File: src/rtl/uart_rx.sv
`default_nettype none
// ============================================================================
// Module   : uart_rx
// Purpose  : 8N1 UART receiver; oversampled line, mid-bit start validation,
//            byte strobe and framing-error strobe.
// Revision : 1.0 - initial release
// ============================================================================
module uart_rx #(
  parameter int CLK_FREQ   = 100_000_000,
  parameter int BAUD_RATE  = 9600,
  parameter int OVERSAMPLE = 16
) (
  input  logic       clk_i,
  input  logic       srst_i,
  input  logic       RxD_i,
  output logic [7:0] data_o,
  output logic       valid_o,
  output logic       frame_err_o,
  output logic       busy_o
);

  localparam int c_div  = CLK_FREQ / (BAUD_RATE * OVERSAMPLE);
  localparam int c_sc_w = $clog2(OVERSAMPLE);
  localparam logic [c_sc_w-1:0] c_sc_half = c_sc_w'(OVERSAMPLE / 2 - 1);
  localparam logic [c_sc_w-1:0] c_sc_last = c_sc_w'(OVERSAMPLE - 1);
  localparam logic [c_sc_w-1:0] c_sc_one  = c_sc_w'(1);

  generate
    if (c_div < 1) begin : g_div_check
      $error("uart_rx: CLK_FREQ/(BAUD_RATE*OVERSAMPLE) must be at least 1");
    end
    if ((OVERSAMPLE % 2) != 0 || OVERSAMPLE < 4) begin : g_os_check
      $error("uart_rx: OVERSAMPLE must be even and >= 4");
    end
  endgenerate

  typedef enum logic [2:0] {
    S_IDLE      = 3'd0,
    S_START     = 3'd1,
    S_DATA      = 3'd2,
    S_STOP      = 3'd3,
    S_WAIT_HIGH = 3'd4
  } state_t;

  logic              sync1_q, sync2_q;
  logic              w_rx_s;
  logic              w_tick;
  state_t            state_q, state_d;
  logic [c_sc_w-1:0] sc_q, sc_d;
  logic [2:0]        bc_q, bc_d;
  logic [7:0]        shift_q, shift_d;
  logic [7:0]        data_q, data_d;
  logic              valid_q, valid_d;
  logic              ferr_q, ferr_d;

  // Two-flop synchroniser; resets to the idle (high) line level.
  always_ff @(posedge clk_i) begin
    if (srst_i) begin
      sync1_q <= 1'b1;
      sync2_q <= 1'b1;
    end else begin
      sync1_q <= RxD_i;
      sync2_q <= sync1_q;
    end
  end
  assign w_rx_s = sync2_q;

  generate
    if (c_div <= 1) begin : g_tick_every
      assign w_tick = 1'b1;
    end else begin : g_tick_div
      localparam int c_div_w = $clog2(c_div);
      localparam logic [c_div_w-1:0] c_div_last = c_div_w'(c_div - 1);
      logic [c_div_w-1:0] div_q;
      always_ff @(posedge clk_i) begin
        if (srst_i || div_q == c_div_last) begin
          div_q <= '0;
        end else begin
          div_q <= div_q + c_div_w'(1);
        end
      end
      assign w_tick = (div_q == c_div_last);
    end
  endgenerate

  always_ff @(posedge clk_i) begin
    if (srst_i) begin
      state_q <= S_IDLE;
      sc_q    <= '0;
      bc_q    <= '0;
      shift_q <= '0;
      data_q  <= '0;
      valid_q <= 1'b0;
      ferr_q  <= 1'b0;
    end else begin
      state_q <= state_d;
      sc_q    <= sc_d;
      bc_q    <= bc_d;
      shift_q <= shift_d;
      data_q  <= data_d;
      valid_q <= valid_d;
      ferr_q  <= ferr_d;
    end
  end

  always_comb begin
    state_d = state_q;
    sc_d    = sc_q;
    bc_d    = bc_q;
    shift_d = shift_q;
    data_d  = data_q;
    valid_d = 1'b0;
    ferr_d  = 1'b0;
    if (w_tick) begin
      unique case (state_q)
        S_IDLE: begin
          if (!w_rx_s) begin
            state_d = S_START;
            sc_d    = '0;
          end
        end
        S_START: begin
          // A high line at mid start bit means the falling edge was noise.
          if (sc_q == c_sc_half) begin
            if (w_rx_s) begin
              state_d = S_IDLE;
            end else begin
              sc_d    = '0;
              bc_d    = '0;
              state_d = S_DATA;
            end
          end else begin
            sc_d = sc_q + c_sc_one;
          end
        end
        S_DATA: begin
          if (sc_q == c_sc_last) begin
            shift_d = {w_rx_s, shift_q[7:1]};
            sc_d    = '0;
            bc_d    = bc_q + 3'd1;
            if (bc_q == 3'd7) begin
              state_d = S_STOP;
            end
          end else begin
            sc_d = sc_q + c_sc_one;
          end
        end
        S_STOP: begin
          if (sc_q == c_sc_last) begin
            sc_d = '0;
            if (w_rx_s) begin
              data_d  = shift_q;
              valid_d = 1'b1;
              state_d = S_IDLE;
            end else begin
              ferr_d  = 1'b1;
              state_d = S_WAIT_HIGH;
            end
          end else begin
            sc_d = sc_q + c_sc_one;
          end
        end
        S_WAIT_HIGH: begin
          if (w_rx_s) begin
            state_d = S_IDLE;
          end
        end
        default: begin
          state_d = S_IDLE;
        end
      endcase
    end
  end

  assign data_o      = data_q;
  assign valid_o     = valid_q;
  assign frame_err_o = ferr_q;
  assign busy_o      = (state_q != S_IDLE);

endmodule
`default_nettype wire

File: config.mk
export PLATFORM = sky130hd
export DESIGN_NAME = uart_rx
export DESIGN_NICKNAME = d
export VERILOG_FILES = /design/src/rtl/uart_rx.sv
export SDC_FILE = /design/constraint.sdc
export NUM_CORES = 1
export LEC_CHECK = 0
export CORE_AREA = 2 2 49 85
export CTS_CLUSTER_SIZE = 25
export DETAILED_ROUTE_END_ITERATION = 6
export DIE_AREA = 0 0 51 87
export MAX_ROUTING_LAYER = met4
export PLACE_DENSITY = 0.84
export SLEW_MARGIN = 5
export SYNTH_ARGS = -nofsm -noshare
export SYNTH_HDL_FRONTEND = slang
export SYNTH_SLANG_ARGS = --single-unit
File: constraint.sdc
create_clock -name clk_i -period 2 [get_ports clk_i]
set_clock_uncertainty 0.15 [all_clocks]
set_input_delay 0.3 -clock clk_i [delete_from_list [all_inputs] [get_ports clk_i]]
set_output_delay 0.3 -clock clk_i [all_outputs]
set_load 0.005 [all_outputs]
==> metrics.yaml, run 1 <==
global_route:
  grt_max_degree: 31
  grt_pass1_vias: 1463
  antenna_found_initial: 0
  grt_pass1_wl_mm: 6.306
  grt_overflow_total: 0
  gr-usage-all-layers_pct: 19.43
synthesis:
  synthTopCellsByCount: "dfxtp_1 (40), nand2b_1 (20), nor2_1 (20), mux2i_1 (16)"
  synth_xor_area_share_pct: 4.611
  async_reset_ff_share_pct: 0
  synth_simple_gate_area_share_pct: 26.35
  synth-seq-area-share_pct: 42.16
  synth_compound_area_share_pct: 10.61
  synth-adder-area-share_pct: 3.294
  synth.area.mux_share_pct: 9.025
  synth_area_um2: 1899
  synth_top_family_by_area: "simple AND/OR/NAND/NOR gates"
  yosys-top-cells-area: "dfxtp_1 (42%), mux2i_1 (8.4%), nand2b_1 (6.6%)"
  synth_cells: 198
  synth.most_common_cell: "dfxtp_1"
  ys_types: 47
  syn_area_per_cell_um2: 9.593
  netlist.area_leader.share_pct: 42.16
  synth_top_cell_by_area: "dfxtp_1"
  ys_warn_count: 0
  synth_edf_count: 0
  synth-seq-cells: 40
  ys.flop_type: "dfxtp_1"
  syn-num-nets: 206
setup_path:
  start_kind: "register"
  crit_type: "register to primary output"
  crit_path_end_kind: "primary output"
  required_ns: 1.55
  critPathArrivalTime_ns: 1.47
  path_max_fanout: 7
detailed_routing:
  first_pass_iters: 6
  drtIter0Drc: 17
  vias: 1506
  drc: 0
  routed_wl_mm: 3.598
  routedWlPerCell_um: 13.33
  drtAntennaViolNets: 0
  vias_per_cell: 5.578
sta:
  setup_viol: 0
  tns_ns: 0
  period_needed_ns: 1.919
  finalHoldWorstSlack_ns: 0.2603
  max_freq_mhz: 521.1
  finalCritPeriodShare_pct: 95.95
  maxSlewHeadroom_pct: 75.57
  hold_violations: 0
  rsz0062_at_grt: "false"
  setup_ws_ns: 0.08101
  worst_slew_pin_slew_ns: 0.3665
  drv_slew: 0
placed_design:
  hpwl_mm: 2.605
  pre_cts_ws_ns: 0.07699
  post_dp_cell_area_um2: 2158
  io_buffers: 13
  place.gp.congestion: 0.8821
floorplan:
  start_util_pct: 50.10
  dieArea_um2: 4437
  core-area_um2: 3791
  die_w_um: 51
  die_h_um: 87
  rows: 30
  pin_count: 14
layout:
  nets: 229
  final_area_um2: 2276
  nFillCells: 317
  fin_util_pct: 60.03
  drive_gt1_share_pct: 16.67
  area_growth_pct: 19.83
  diodes: 0
clocking:
  clkSinkCount: 40
  cts.htree.levels: 2
  clock-root-buffer: "clkbuf_8"
  cts_tree: "built"
  clkSlewWorstSetupHoldPaths_ns: 0.07
  cts_hold_buf: 0
  cts_max_path_buffers: 2
  insertion_delay_ns: 0.29
  numCtsBuffers: 5
power:
  leakagePower_uw: 0.0008108
  power_density_nw_per_um2: 614.3
  vdd_drop_max_mv: 0.6858
hold_path:
  hp-class: "register to register"
outcome:
  outcome: "completed"
flow_run:
  max_cap_violations: 0
flip-flops by register name (all words and copies together), names as in the netlist:
register          count
bc_q                  3
data_o                8
frame_err_o           1
g_tick_div.div_q     10
sc_q                  4
shift_q               8
state_q               3
sync1_q               1
sync2_q               1
valid_o               1
stage by stage:
step,total power (uW),instances
6_report,1398,270
2_1_floorplan,858.2,198
3_3_place_gp,873.9,262
4_1_cts,1416,270
5_1_grt,1453,270
3_5_place_dp,874.9,262
cell families after synthesis:
kind of cell,Yosys count
buffers and inverters,16
muxes,17
and+or+nand+nor,83
adders and majority gates,5
xor gates and xnor gates,10
DFF,40
AOI/OAI and AO/OA,27
cell usage in the layout (no fill, tap or decap), types with 2 or more instances in the layout:
master            n
clkdlybuf4s50_1  13
nor3_1            5
inv_1             3
clkbuf_8          6
and2_1            2
nor2_1           19
nor4_1            2
o21ai_0           2
a211oi_1          2
a31oi_1           3
xor2_1            3
xnor2_1           7
nand4_1           4
nand3b_1          2
nand3_1           5
ha_1              4
clkbuf_1          2
and4_1            2
a21oi_1           5
a22o_1            2
dfxtp_1          38
o31ai_1           3
nand2b_1         20
dfxtp_2           2
nand2_1           7
or2_2             2
or3_1             2
mux2i_1          16
buf_4            15
cell type report:
type                            count  area [um2]  area share [%]
Inverter                            3       11.26          0.4948
Multi-Input combinational cell    142        1049           46.07
Timing Repair Buffer               29       262.8           11.54
Tap cell                           48       60.06           2.639
Clock buffer                        8       90.09           3.958
Sequential cell                    40       803.3           35.29
critical path, stage by stage (launching register included):
cell	delay, ns
dfxtp_1	0.33
buf_4	0.16
nor2_4	0.18
nand2_1	0.07
clkdlybuf4s50_1	0.44
power breakdown:
group	total [uW]	switching (uW)	internal, uW
combinational	45.4	22.4	23.0
sequential	811	7.67	803
clock	542	260	281
layer usage:
metal,GRT usage (%),part of all wire [%],up-vias,routed length (um)
met1,20.07,40,719,1432
met5,-,0,-,0
met4,11.79,3.0,0,107
li1,-,-,745,-
met2,32.35,53,32,1924
met3,4.983,3.7,10,134
path summary, 6_finish.rpt:
| check | start | endpoint | slack, ns | depth (start not counted) |
|---|---|---|---|---|
| setup / recovery | state_q[0] | busy_o | 0.08 | 4 |
| hold / removal | sync1_q | sync2_q | 0.26 | 1 |
| setup reg to reg | sc_q[1] | shift_q[2] | 0.12 | 5 |
| hold reg to reg | sync1_q | sync2_q | 0.26 | 1 |
timing repair:
item,4_1_cts,5_1_grt
setup endpoints to repair,1,15
pin swaps,0,0
buffers inserted,0,0
resized for setup,2,5
Power figures use the tool's default switching activity.
==> run 2: changes to the inputs <==
==> config.mk (replaced) <==
export PLATFORM = sky130hd
export DESIGN_NAME = uart_rx
export DESIGN_NICKNAME = d
export VERILOG_FILES = /design/src/rtl/uart_rx.sv
export SDC_FILE = /design/constraint.sdc
export NUM_CORES = 1
export LEC_CHECK = 0
export CORE_AREA = 2 2 64 111
export CTS_CLUSTER_SIZE = 25
export DETAILED_ROUTE_END_ITERATION = 6
export DIE_AREA = 0 0 66 113
export MAX_ROUTING_LAYER = met4
export PLACE_DENSITY = 0.56
export SLEW_MARGIN = 30
export SYNTH_ARGS = -nofsm -noshare
export SYNTH_HDL_FRONTEND = slang
export SYNTH_SLANG_ARGS = --single-unit
==> constraint.sdc (replaced) <==
create_clock -name clk_i -period 1.9 [get_ports clk_i]
set_clock_uncertainty 0.15 [all_clocks]
set_input_delay 0.285 -clock clk_i [delete_from_list [all_inputs] [get_ports clk_i]]
set_output_delay 0.285 -clock clk_i [all_outputs]
set_load 0.005 [all_outputs]
==> run 2 against run 1 <==
Compared with the run above: first-iteration DRC count up 130%; critical endpoint unchanged; via count up 2.3%; register-to-register slack about the same; clock-buffer cell count decreased by 2; largest power group is now clock; die area increased by 68%; worst hold slack improved by 0.0033 ns; non-clock buffer count increased by 12; clock power grew 85%; critical path type unchanged.
==> metrics.yaml, run 2 (synthesized netlist as in run 1, its figures left out) <==
placed_design:
  post_dp_cell_area_um2: 2271  # +5.2%
  hpwl_mm: 3.040  # +17%
  io_buffers: 13  # unchanged
  place.gp.congestion: 0.8094  # -8.2%
sta:
  setup_viol: 0  # unchanged
  drv_slew: 0  # unchanged
  hold_violations: 0  # unchanged
  worst_slew_pin_slew_ns: 0.3824  # +0.01589 ns
  maxSlewHeadroom_pct: 74.51  # -1.1 points
  max_freq_mhz: 556.0
  period_needed_ns: 1.799
  rsz0062_at_grt: "true"
  finalHoldWorstSlack_ns: 0.2636  # +0.003309 ns
  finalCritPeriodShare_pct: 94.66
global_route:
  grt_overflow_total: 0  # unchanged
  grt_pass1_wl_mm: 7.148  # +13%
  gr-usage-all-layers_pct: 12.48  # -7.0 points
  grt_max_degree: 20  # -35%
  antenna_found_initial: 0  # unchanged
  grt_pass1_vias: 1579  # +7.9%
clocking:
  numCtsBuffers: 5  # unchanged
  cts.htree.levels: 2  # unchanged
  insertion_delay_ns: 0.28  # about the same
  clkSlewWorstSetupHoldPaths_ns: 0.06  # about the same
  clock-root-buffer: "clkbuf_16"
  cts_hold_buf: 0  # unchanged
  clkSinkCount: 40  # unchanged
  cts_max_path_buffers: 2  # unchanged
  cts_tree: "built"
setup_path:
  crit_buf_inv: 2  # unchanged
  slowest_delay_ns: 0.44  # about the same
  required_ns: 1.46  # -0.09 ns
  r2r_setup_slack_ns: 0.11  # about the same
  crit_type: "register to primary output"
  critPathArrivalTime_ns: 1.36  # -0.11 ns
  start_kind: "register"
  crit_path_end_kind: "primary output"
  path_max_fanout: 3  # -4
  cp_cell_sequence: "buf_6 -> nor2_4 -> nand2_1 -> clkdlybuf4s50_1"
  cp_top_family: "buffers and inverters"
  slowest_stage: "clkdlybuf4s50_1"
layout:
  drive_gt1_share_pct: 22.22  # +5.6 points
  final_common_cell: "dfxtp_1"
  largest_register_ffs: 10  # unchanged
  nets: 241  # +5.2%
  regMostFlops: "g_tick_div.div_q"
  area_growth_pct: 30.57
  final_cell_mix: "dfxtp_1 (39), buf_4 (27), nand2b_1 (19), nor2_1 (19), mux2i_1 (16)"
  nFillCells: 673  # +110%
  final_area_um2: 2480  # +9.0%
  diodes: 0  # unchanged
outcome:
  outcome: "completed"
flow_run:
  max_cap_violations: 0  # unchanged
hold_path:
  hp-class: "register to register"
power:
  seqPwrFrac_pct: 44.7  # -13 points
  switchingPower_uw: 375.1  # +29%
  internal_power_uw: 1532  # +38%
  swShare_pct: 19.67  # -1.1 points
  leakagePower_uw: 0.0009154  # +13%
  clkPwrFrac_pct: 52.4  # +14 points
  p_total_uw: 1907  # +36%
  vdd_drop_max_mv: 0.6763  # -1.4%
  p_comb_share_pct: 2.9  # -0.3 points
  power_density_nw_per_um2: 768.9  # +25%
detailed_routing:
  vias_per_cell: 4.873  # -13%
  first_pass_iters: 4  # -2
  vias: 1540  # +2.3%
  routed_wl_mm: 4.132  # +15%
  drc: 0  # unchanged
  drtIter0Drc: 39  # +22
  routedWlPerCell_um: 13.08  # -1.9%
  drtAntennaViolNets: 0  # unchanged
floorplan:
  dieArea_um2: 7458  # +68%
  die_h_um: 113  # +30%
  pin_count: 14  # unchanged
  core-area_um2: 6539  # +72%
  die_w_um: 66  # +29%
  start_util_pct: 29.05  # -21 points
  rows: 39  # +30%
run 2: changes by cell type in the layout (fill, tap and decap cells not counted), sizes merged:
| cell | change |
|---|---|
| buf | +12 |
| bufinv | +1 |
| clkbuf | -2 |
| clkinv | +1 |
run 2: repair_timing:
action                                  4_1_cts  5_1_grt
endpoints found under the hold margin         0        0
gates resized for setup                       3        4
endpoints found under the setup margin        1       17
setup buffers                                 0        1
run 2: power by group through the flow:
stage	sequential (uW)	combinational (uW)	clock [uW]
6_report	851	55.5	1000
5_1_grt	852	62.2	1050
4_1_cts	851	56.9	1030
3_5_place_dp	870	56.8	0
3_3_place_gp	870	56.5	0
2_1_floorplan	871	32.1	0
run 2: through the flow:
step                      utilization (%)  instances  setup TNS [ns]  setup slack, ns
after floorplan                         -        198               0          0.01902
after global placement              34.73        307               0          0.05355
after detailed placement            34.73        307               0          0.05340
after CTS                           37.62        315               0          0.02499
after global routing                37.93        316        -0.05138         -0.01736
final                               37.93        316               0           0.1014
run 2: worst paths after layout:
path	startpoint	endpoint	cells past startpoint
max	state_q[0]	busy_o	4
min	sync1_q	sync2_q	1
max reg2reg	state_q[1]	bc_q[0]	4
min reg2reg	sync1_q	sync2_q	1
run 2: final cells by class:
class	count	area, um2	area share, %
clock inverter	2	38.79	1.564
clock buffer	6	138.9	5.600
multi-input combinational	142	1042	42.03
tap	82	102.6	4.137
timing repair buffer	41	344.1	13.87
inverter	3	11.26	0.4541
sequential	40	802.0	32.34
run 2: worst register-to-register path, delay by kind of cell, from the launching register on:
kind	cells	cell delay, ns
and+or+nand+nor	1	0.47
AOI/OAI and AO/OA	2	0.41
DFF	1	0.35
muxes	1	0.30
run 2: per-layer routing:
metal / part of all wire, % / track usage (%) / vias to the layer above
met4: 3.3 / 6.803 / 0
met2: 54 / 22.15 / 20
met5: 0 / - / -
met3: 2.2 / 1.491 / 10
met1: 40 / 13.01 / 737
li1: - / - / 773
==> run 3: changes to the inputs <==
--- a/config.mk
+++ b/config.mk
@@ -10,7 +10,7 @@
 export DETAILED_ROUTE_END_ITERATION = 6
 export DIE_AREA = 0 0 66 113
 export MAX_ROUTING_LAYER = met4
-export PLACE_DENSITY = 0.56
+export PLACE_DENSITY = 0.58
 export SLEW_MARGIN = 30
 export SYNTH_ARGS = -nofsm -noshare
 export SYNTH_HDL_FRONTEND = slang
==> constraint.sdc (replaced) <==
create_clock -name clk_i -period 1.5 [get_ports clk_i]
set_clock_uncertainty 0.15 [all_clocks]
set_input_delay 0.225 -clock clk_i [delete_from_list [all_inputs] [get_ports clk_i]]
set_output_delay 0.225 -clock clk_i [all_outputs]
set_load 0.005 [all_outputs]
==> run 3 against run 2 <==
Compared with the run above: sequential share of layout area down 2.8 points; global-route usage up 0.81 points; setup slack worse by 0.26 ns; non-clock buffer count up 16; clock-buffer cell count unchanged; first-iteration DRC count down 44%; register-to-register slack worse by 0.27 ns; the flow now finishes with violations (negative setup slack); worst hold slack better by 0.014 ns; largest cell class unchanged; core utilization up 4.0 points; critical path depth unchanged; total power up 27%; flip-flop and latch count unchanged.
==> metrics.yaml, run 3 (synthesized netlist as in run 1, its figures left out) <==
setup_path:
  start_kind: "register"
  crit_type: "register to register"
  critPathArrivalTime_ns: 1.69  # +0.33 ns
  rr_worst_depth: 4  # unchanged
  crit_path_end_kind: "register"
  required_ns: 1.53  # +0.07 ns
  path_max_fanout: 5  # +2
layout:
  nets: 257  # +6.6%
  final_cell_mix: "buf_4 (39), dfxtp_1 (33), nand2b_1 (19), nor2_1 (19), mux2i_1 (16)"
  area_growth_pct: 44.33
  largest_register_ffs: 10  # unchanged
  fin_cells: 332  # +5.1%
  diodes: 0  # unchanged
  drive_gt1_share_pct: 35.20  # +13 points
  final_common_cell: "buf_4"
  regMostFlops: "g_tick_div.div_q"
sta:
  max_freq_mhz: 602.1
  rsz0062_at_grt: "true"
  hold_violations: 0  # unchanged
  maxSlewHeadroom_pct: 72.50  # -2.0 points
  drv_slew: 0  # unchanged
  worst_slew_pin_slew_ns: 0.4087  # +0.02634 ns
  setup_viol: 38  # +38
  setup_ws_ns: -0.1608  # -0.2622 ns
  finalCritPeriodShare_pct: 110.7
  period_needed_ns: 1.661
  finalHoldWorstSlack_ns: 0.2772  # +0.01360 ns
clocking:
  insertion_delay_ns: 0.29  # about the same
  cts_max_path_buffers: 2  # unchanged
  clkSlewWorstSetupHoldPaths_ns: 0.06  # about the same
  cts.htree.levels: 2  # unchanged
  cts_tree: "built"
  cts_hold_buf: 0  # unchanged
  clkSinkCount: 40  # unchanged
  clock-root-buffer: "clkbuf_16"
  numCtsBuffers: 5  # unchanged
power:
  vdd_drop_max_mv: 1.038  # +54%
  power_density_nw_per_um2: 884.4  # +15%
  leakagePower_uw: 0.001139  # +24%
detailed_routing:
  routedWlPerCell_um: 12.89  # -1.4%
  first_pass_iters: 4  # unchanged
  routed_wl_mm: 4.279  # +3.6%
  vias_per_cell: 4.780  # -1.9%
  drtIter0Drc: 22  # -44%
  drtAntennaViolNets: 0  # unchanged
  vias: 1587  # +3.1%
  drc: 0  # unchanged
placed_design:
  place.gp.congestion: 0.8578  # +6.0%
  numPlacedInstances: 320  # +4.2%
  hpwl_mm: 3.158  # +3.9%
  io_buffers: 13  # unchanged
global_route:
  grt_max_degree: 29  # +45%
  gr-usage-all-layers_pct: 13.29  # +0.81 points
  met2_usage_pct: 22.36  # +0.20 points
  use_met3_pct: 3.181  # +1.7 points
  antenna_found_initial: 0  # unchanged
  grt_busiest_layer: "met2"
  grt_use_met1_pct: 12.66  # -0.35 points
  grt_pass1_wl_mm: 7.307  # +2.2%
  grt_overflow_total: 0  # unchanged
  grt_pass1_vias: 1638  # +3.7%
floorplan:
  die_h_um: 113  # unchanged
  pin_count: 14  # unchanged
  die_w_um: 66  # unchanged
  core-area_um2: 6539  # unchanged
  rows: 39  # unchanged
  dieArea_um2: 7458  # unchanged
  start_util_pct: 29.05  # unchanged
flow_run:
  max_cap_violations: 0  # unchanged
hold_path:
  hp-class: "register to register"
  min_path_cells: 1  # unchanged
outcome:
  violations: "negative setup slack"
  outcome: "finished with violations"
-- run 3: metal layers --
metal	vias to the layer above	part of all wire [%]	routed length [um]
met5	-	0	0
met3	19	2.6	110
met1	741	40	1697
met4	0	6.5	279
met2	24	51	2192
li1	803	-	-
-- run 3: worst max-delay path, stage by stage (launching register included) --
cell and delay, ns:
dfxtp_2 0.33, nor4b_4 0.33, nand4_4 0.17, or3_4 0.44, mux2i_1 0.13
-- run 3: cell type report --
type	instances	area [um2]
inverter	3	11.26
fill	669	3797
clock buffer	6	138.9
sequential	40	809.5
clock inverter	2	38.79
timing repair buffer	57	486.7
tap	82	102.6
multi-input combinational	142	1154
-- run 3: final timing paths --
kind                             from         to  slack, ns
setup reg to reg  g_tick_div.div_q[6]  data_o[5]      -0.16
setup / recovery  g_tick_div.div_q[6]  data_o[5]      -0.16
hold / removal                sync1_q    sync2_q       0.28
hold reg to reg               sync1_q    sync2_q       0.28
-- run 3: timing repair --
item	CTS	global route
pin swaps	8	10
buffers inserted	3	1
endpoints found under the hold margin	0	0
resized for setup	25	7
setup endpoints to repair	45	41
-- run 3: power by group --
part / internal [uW] / switching (uW)
sequential: 1070 / 6.22
clock: 832 / 428
combinational: 44.0 / 40.8
total: 1950 / 475
-- run 3: per-stage QoR --
stage	setup WS, ns	TNS [ns]	area (um2)	total power [uW]	utilization, %
after floorplan	-0.1949	-3.488	2004	1148	-
after global placement	-0.2612	-4.860	2445	1183	37.39
after detailed placement	-0.2799	-5.237	2445	1184	37.39
after CTS	-0.1842	-4.351	2706	2451	41.39
after global routing	-0.2198	-6.895	2741	2505	41.93
final	-0.1608	-3.889	2741	2424	41.93
